===== config.mk =====
export PLATFORM = sky130hd
export DESIGN_NAME = hp_bar_mmr
export DESIGN_NICKNAME = d
export VERILOG_FILES = /design/src/rtl/hp_bar_mmr.sv
export SDC_FILE = /design/constraint.sdc
export NUM_CORES = 1
export LEC_CHECK = 0
export ABC_AREA = 1
export BUFFER_PORTS_ARGS = -buffer_cell sky130_fd_sc_hd__buf_2
export CELL_PAD_IN_SITES_DETAIL_PLACEMENT = 1
export CELL_PAD_IN_SITES_GLOBAL_PLACEMENT = 1
export CORE_UTILIZATION = 35
export DETAILED_ROUTE_END_ITERATION = 12
export GPL_TIMING_DRIVEN = 0
export PLACE_DENSITY_LB_ADDON = 0.2
export SLEW_MARGIN = 15
export SYNTH_ARGS = -nofsm -noshare
export SYNTH_HDL_FRONTEND = slang
export SYNTH_SLANG_ARGS = --single-unit

===== constraint.sdc =====
create_clock -name sysclk -period 1.85 [get_ports sysclk]
set_clock_uncertainty 0.1 [all_clocks]
set_input_delay 0.555 -clock sysclk [delete_from_list [all_inputs] [get_ports sysclk]]
set_output_delay 0.555 -clock sysclk [all_outputs]
set_load 0.01 [all_outputs]

===== src/rtl/hp_bar_mmr.sv =====
// BAR0 Avalon-MM slave to single-beat register bus bridge, one access in flight; waitrequest low k+2 cycles
// after command (ack k cycles after strobe), readdatavalid at k+3; host held off by waitrequest, timeout forces completion.
module hp_bar_mmr #(
   parameter int          AW       = 12,
   parameter int          TIMEOUT  = 255,
   parameter logic [31:0] ERR_DATA = 32'hDEAD_BEEF
) (
   input  logic          sysclk,
   input  logic          rst_n,
   input  logic [AW-1:0] avs_address,
   input  logic          avs_read,
   input  logic          avs_write,
   input  logic [31:0]   avs_writedata,
   input  logic [3:0]    avs_byteenable,
   output logic          avs_waitrequest,
   output logic [31:0]   avs_readdata,
   output logic          avs_readdatavalid,
   output logic [AW-3:0] reg_addr,
   output logic          reg_wr,
   output logic          reg_rd,
   output logic [31:0]   reg_wdata,
   output logic [3:0]    reg_be,
   input  logic [31:0]   reg_rdata,
   input  logic          reg_ack,
   output logic [15:0]   timeout_cnt
);

   typedef enum logic [1:0] {IDLE, ACCESS, DONE, RESP} state_t;

   localparam logic [15:0] WAIT_LAST = 16'(TIMEOUT - 1);

   state_t        state, state_nxt;
   logic [15:0]   wait_cnt, wait_nxt;
   logic          is_rd, is_rd_nxt;
   logic [AW-3:0] addr_nxt;
   logic [31:0]   wdata_nxt;
   logic [3:0]    be_nxt;
   logic          wr_nxt, rd_nxt, wreq_nxt, rdv_nxt;
   logic [31:0]   rdata_nxt;
   logic [15:0]   tcnt_nxt;

   always_comb begin
      state_nxt = state;
      wait_nxt  = wait_cnt;
      is_rd_nxt = is_rd;
      addr_nxt  = reg_addr;
      wdata_nxt = reg_wdata;
      be_nxt    = reg_be;
      wr_nxt    = 1'b0;
      rd_nxt    = 1'b0;
      wreq_nxt  = 1'b1;
      rdv_nxt   = 1'b0;
      rdata_nxt = avs_readdata;
      tcnt_nxt  = timeout_cnt;
      case (state)
         IDLE: begin
            // A simultaneous read and write is illegal; the write wins.
            if (avs_write || avs_read) begin
               addr_nxt  = avs_address[AW-1:2];
               wdata_nxt = avs_writedata;
               be_nxt    = avs_byteenable;
               is_rd_nxt = !avs_write;
               wr_nxt    = avs_write;
               rd_nxt    = !avs_write;
               wait_nxt  = 16'd0;
               state_nxt = ACCESS;
            end
         end
         ACCESS: begin
            if (reg_ack) begin
               if (is_rd) rdata_nxt = reg_rdata;
               wreq_nxt  = 1'b0;
               state_nxt = DONE;
            end else if (wait_cnt == WAIT_LAST) begin
               if (is_rd) rdata_nxt = ERR_DATA;
               if (timeout_cnt != 16'hFFFF) tcnt_nxt = timeout_cnt + 16'd1;
               wreq_nxt  = 1'b0;
               state_nxt = DONE;
            end else begin
               wait_nxt = wait_cnt + 16'd1;
            end
         end
         DONE: begin
            rdv_nxt   = is_rd;
            state_nxt = is_rd ? RESP : IDLE;
         end
         default: state_nxt = IDLE;
      endcase
   end

   always_ff @(posedge sysclk) begin
      if (!rst_n) begin
         state             <= IDLE;
         wait_cnt          <= 16'd0;
         is_rd             <= 1'b0;
         reg_addr          <= '0;
         reg_wdata         <= 32'd0;
         reg_be            <= 4'd0;
         reg_wr            <= 1'b0;
         reg_rd            <= 1'b0;
         avs_waitrequest   <= 1'b1;
         avs_readdatavalid <= 1'b0;
         avs_readdata      <= 32'd0;
         timeout_cnt       <= 16'd0;
      end else begin
         state             <= state_nxt;
         wait_cnt          <= wait_nxt;
         is_rd             <= is_rd_nxt;
         reg_addr          <= addr_nxt;
         reg_wdata         <= wdata_nxt;
         reg_be            <= be_nxt;
         reg_wr            <= wr_nxt;
         reg_rd            <= rd_nxt;
         avs_waitrequest   <= wreq_nxt;
         avs_readdatavalid <= rdv_nxt;
         avs_readdata      <= rdata_nxt;
         timeout_cnt       <= tcnt_nxt;
      end
   end

endmodule


==> results.txt <==
----------------------------------------------------
[GRT]
  Number of antenna violations at the first check in global routing ... 0
  Global-route wire length before repair ... 25900 um
  Vias in the first global route ... 5404
  GRT Total Usage ... 0.221
  Remaining global-route overflow ... 0
  Largest net degree at the start of global routing ... 17

[Final layout]
  Antenna diode count ... 0
  Share of final-layout standard cells stronger than drive strength 1 ... 0.305
  Summed area of non-filler cells in the final layout ... 6850 um2
  Post-layout net count ... 986
  Filler instances ... 1827
  Multi-input gate area ... 2390 um2
  Layout overhead on the synthesized area ... 34.2%
  Final standard cell count with taps included and fillers excluded ... 1090
  Sequential cell area ... 2350 um2

[Synth]
  Cell accounting for the most synthesized area ... dfxtp_1
  Share of synthesized area occupied by flip-flops and latches ... 0.459
  Post-synth design cell area ... 5100 um2
  Area share of the leading cell type in the synthesized netlist ... 0.459
  Yosys reg bits ... 117
  Number of different library cells in the post-synthesis netlist ... 32
  Post-synthesis average cell area ... 7.34 um2
  Post-Syn Instances ... 695
  Syn nets ... 783
  Synth area leaders ... dfxtp_1 (46%), nor2_1 (9.4%), nand2_1 (8.8%), o21ai_0 (6.5%), inv_1 (4.6%)
  Synthesis warning total ... 0

[Power and ir drop]
  Sw frac ... 0.277
  Total power divided by cell area ... 1000 nW/um2
  Power, Total ... 6860 uW
  Static leakage power ... 0.00311 uW
  Combinational power share ... 0.155
  Internal power consumption ... 4960 uW
  Share of total power in sequential cells ... 0.411
  Clock Power Share ... 0.435
  IR drop worst, VDD ... 629 uV
  P_sw ... 1900 uW

[Timing]
  Setup-failing EPs final ... 0
  Period Utilization, post-route ... 0.950
  Worst-Margin Slew ... 0.709 ns
  Min cycle time layout ... 1.76 ns
  Final hold vios ... 0
  RSZ-0062 raised after global routing ... true
  Count of final max-slew check failures ... 0
  Smallest hold slack ... 0.294 ns
  TNS Setup ... 0 ns
  Tightest slew margin relative to the limit ... 0.528
  Peak Freq ... 569 MHz

[Floorplan]
  Initial core utilization ... 0.363
  Die outline height ... 123 um
  Top-Level Pins ... 183
  Area of the placeable core ... 14000 um2
  Die Wd ... 123 um
  Area of the die ... 15100 um2
  Num rows ... 43

[Clock network]
  H-tree level count ... 4
  Total CTS buffers ... 17
  Clock tree from TritonCTS ... yes
  Clock tree root driver cell ... clkbuf_16
  Clock sink total ... 117
  Clk buf depth ... 2
  Clock slew at reported path FFs ... 0.05 ns
  Worst-skew pair later-pin latency ... 0.41 ns

[Route]
  Final antenna-violating net count ... 0
  DRC violation count after routing ... 0
  Number of DRC markers after the initial detailed-route iteration ... 196
  Via count ... 5265
  Routed wire length per instance ... 14.9 um
  Routed wire length ... 16200 um
  Drt via density ... 4.83
  Number of search-and-repair iterations in the first detailed-routing pass ... 4

[Worst setup path]
  Largest fanout on the critical path ... 10
  Startpoint types ... register
  Kind of cell with the highest combined delay on the critical path ... simple AND/OR/NAND/NOR gates
  Setup CP Type ... register to register
  Crit path buf inv count ... 2
  Data arrival time at the worst-slack endpoint ... 1.92 ns
  Cell chain of the critical path ... inv_1 -> ha_2 -> nand3_1 -> nor2_4 -> nand2_4 -> nor2_8 -> nand2_8 -> buf_12 -> nand2_1 -> a21oi_2
  Required time of the critical path ... 2.02 ns
  Peak per-stage delay on the critical path ... 0.33 ns
  Critical Path End Type ... register
  Crit. path cell count ... 10
  Logic depth of the worst register-to-register path ... 10
  Slowest stage cell, crit path ... dfxtp_1

[Placement]
  Half-perimeter wire length of the detailed placement result ... 12100 um
  RePlAce Congestion ... 0.854
  # placed instances ... 1055
  Placed standard-cell area ... 6230 um2
  Port buffer count ... 180

[Flow run]
  Number of maximum-capacitance constraint violations ... 0

[Outcome]
  Outcome ... finished, final reports clean

[Min path]
  Classification of the worst-slack hold path ... input pin to register
  Hold Path Cell Cnt ... 3

----------------------------------------------------
-- power groups by stage --
stage	clock, uW	sequential [uW]	combinational (uW)
3_3_place_gp	0	2860	989
3_5_place_dp	0	2870	1030
5_1_grt	3170	2840	1200
2_1_floorplan	0	2950	490
6_report	2980	2820	1060
4_1_cts	3050	2820	1050
-- cell families (layout without fill, tap and decap cells) --
| family | count (synthesis) | after routing | synth area share |
|---|---|---|---|
| and+or+nand+nor | 328 | 328 | 0.287 |
| AOI/OAI and AO/OA | 141 | 141 | 0.147 |
| DFF | 117 | 117 | 0.459 |
| buffers and inverters | 95 | 310 | 0.0807 |
| xor gates and xnor gates | 11 | 11 | 0.0189 |
| adders and majority gates | 3 | 3 | 0.00736 |
-- metal layers --
layer,part of all wire,vias to the layer above,global-route usage
li1,-,2627,-
met1,0.42,2473,0.248
met2,0.51,143,0.395
met3,0.058,22,0.0595
met4,0.018,0,0.0808
met5,0,-,0
-- sequential cells by signal, summed over array words and instances (netlist names), 2 cells and up --
name	count
avs_readdata	32
reg_wdata	32
timeout_cnt	16
wait_cnt	16
reg_addr	10
reg_be	4
state	2
-- timing repair --
item / 4_1_cts / 5_1_grt
buffers inserted: 2 / 2
pin swaps: 1 / 1
endpoints found under the hold margin: 0 / 0
gates cloned: 0 / 0
hold buffers: 0 / 0
endpoints found under the setup margin: 6 / 47
gates resized for setup: 1 / 22
-- stage by stage --
stage                     worst slack [ns]   util
final                               0.0929  0.488
after global routing               -0.0328  0.488
after CTS                          0.00382  0.483
after detailed placement            -0.145  0.443
after global placement             -0.0704  0.443
after floorplan                      0.191      -
-- worst register-to-register path: stages, from the launching register on --
cell and delay [ns]:
dfxtp_1 0.33, inv_1 0.08, ha_2 0.19, nand3_1 0.12, nor2_4 0.17, nand2_4 0.09, nor2_8 0.16, nand2_8 0.09
buf_12 0.16, nand2_1 0.07, a21oi_2 0.05
-- placed cells by master, fill, tap and decap left out, types with 10 or more instances in the layout --
master,instances
a21oi_1,47
nor2_1,127
clkbuf_16,17
o21ai_1,16
clkbuf_1,17
dfxtp_1,113
a21oi_2,10
nand3_1,35
nand2_2,12
nand2_1,118
o21ai_0,66
buf_2,184
inv_1,63
-- synthesized netlist by cell type, drive strengths merged --
cell type / instances
nor3: 4
inv: 65
nand3: 36
dfxtp: 117
o21bai: 1
xor2: 7
clkbuf: 19
nand2: 136
ha: 3
nand4: 6
or2: 1
nand3b: 5
a21oi: 57
buf: 11
nor2: 140
xnor2: 4
o21ai: 83
-- cell type report --
class                   count  share of cell area
plain buffers              30              0.0252
inverters                  65              0.0356
well taps                 180              0.0329
repair buffers            184               0.136
flip-flops and latches    117               0.343
clock inverters            11              0.0126
clock buffers              20              0.0652
multi-input cells         483               0.350
-- final timing paths --
check	startpoint	end	slack (ns)
worst max-delay path	wait_cnt[0]	timeout_cnt[2]	0.09
worst min-delay path	avs_address[6]	reg_addr[4]	0.29
worst max register to register	wait_cnt[0]	timeout_cnt[2]	0.09
worst min register to register	avs_readdata[1]	avs_readdata[1]	0.34
Note: power is estimated with default switching activity, not from simulation.
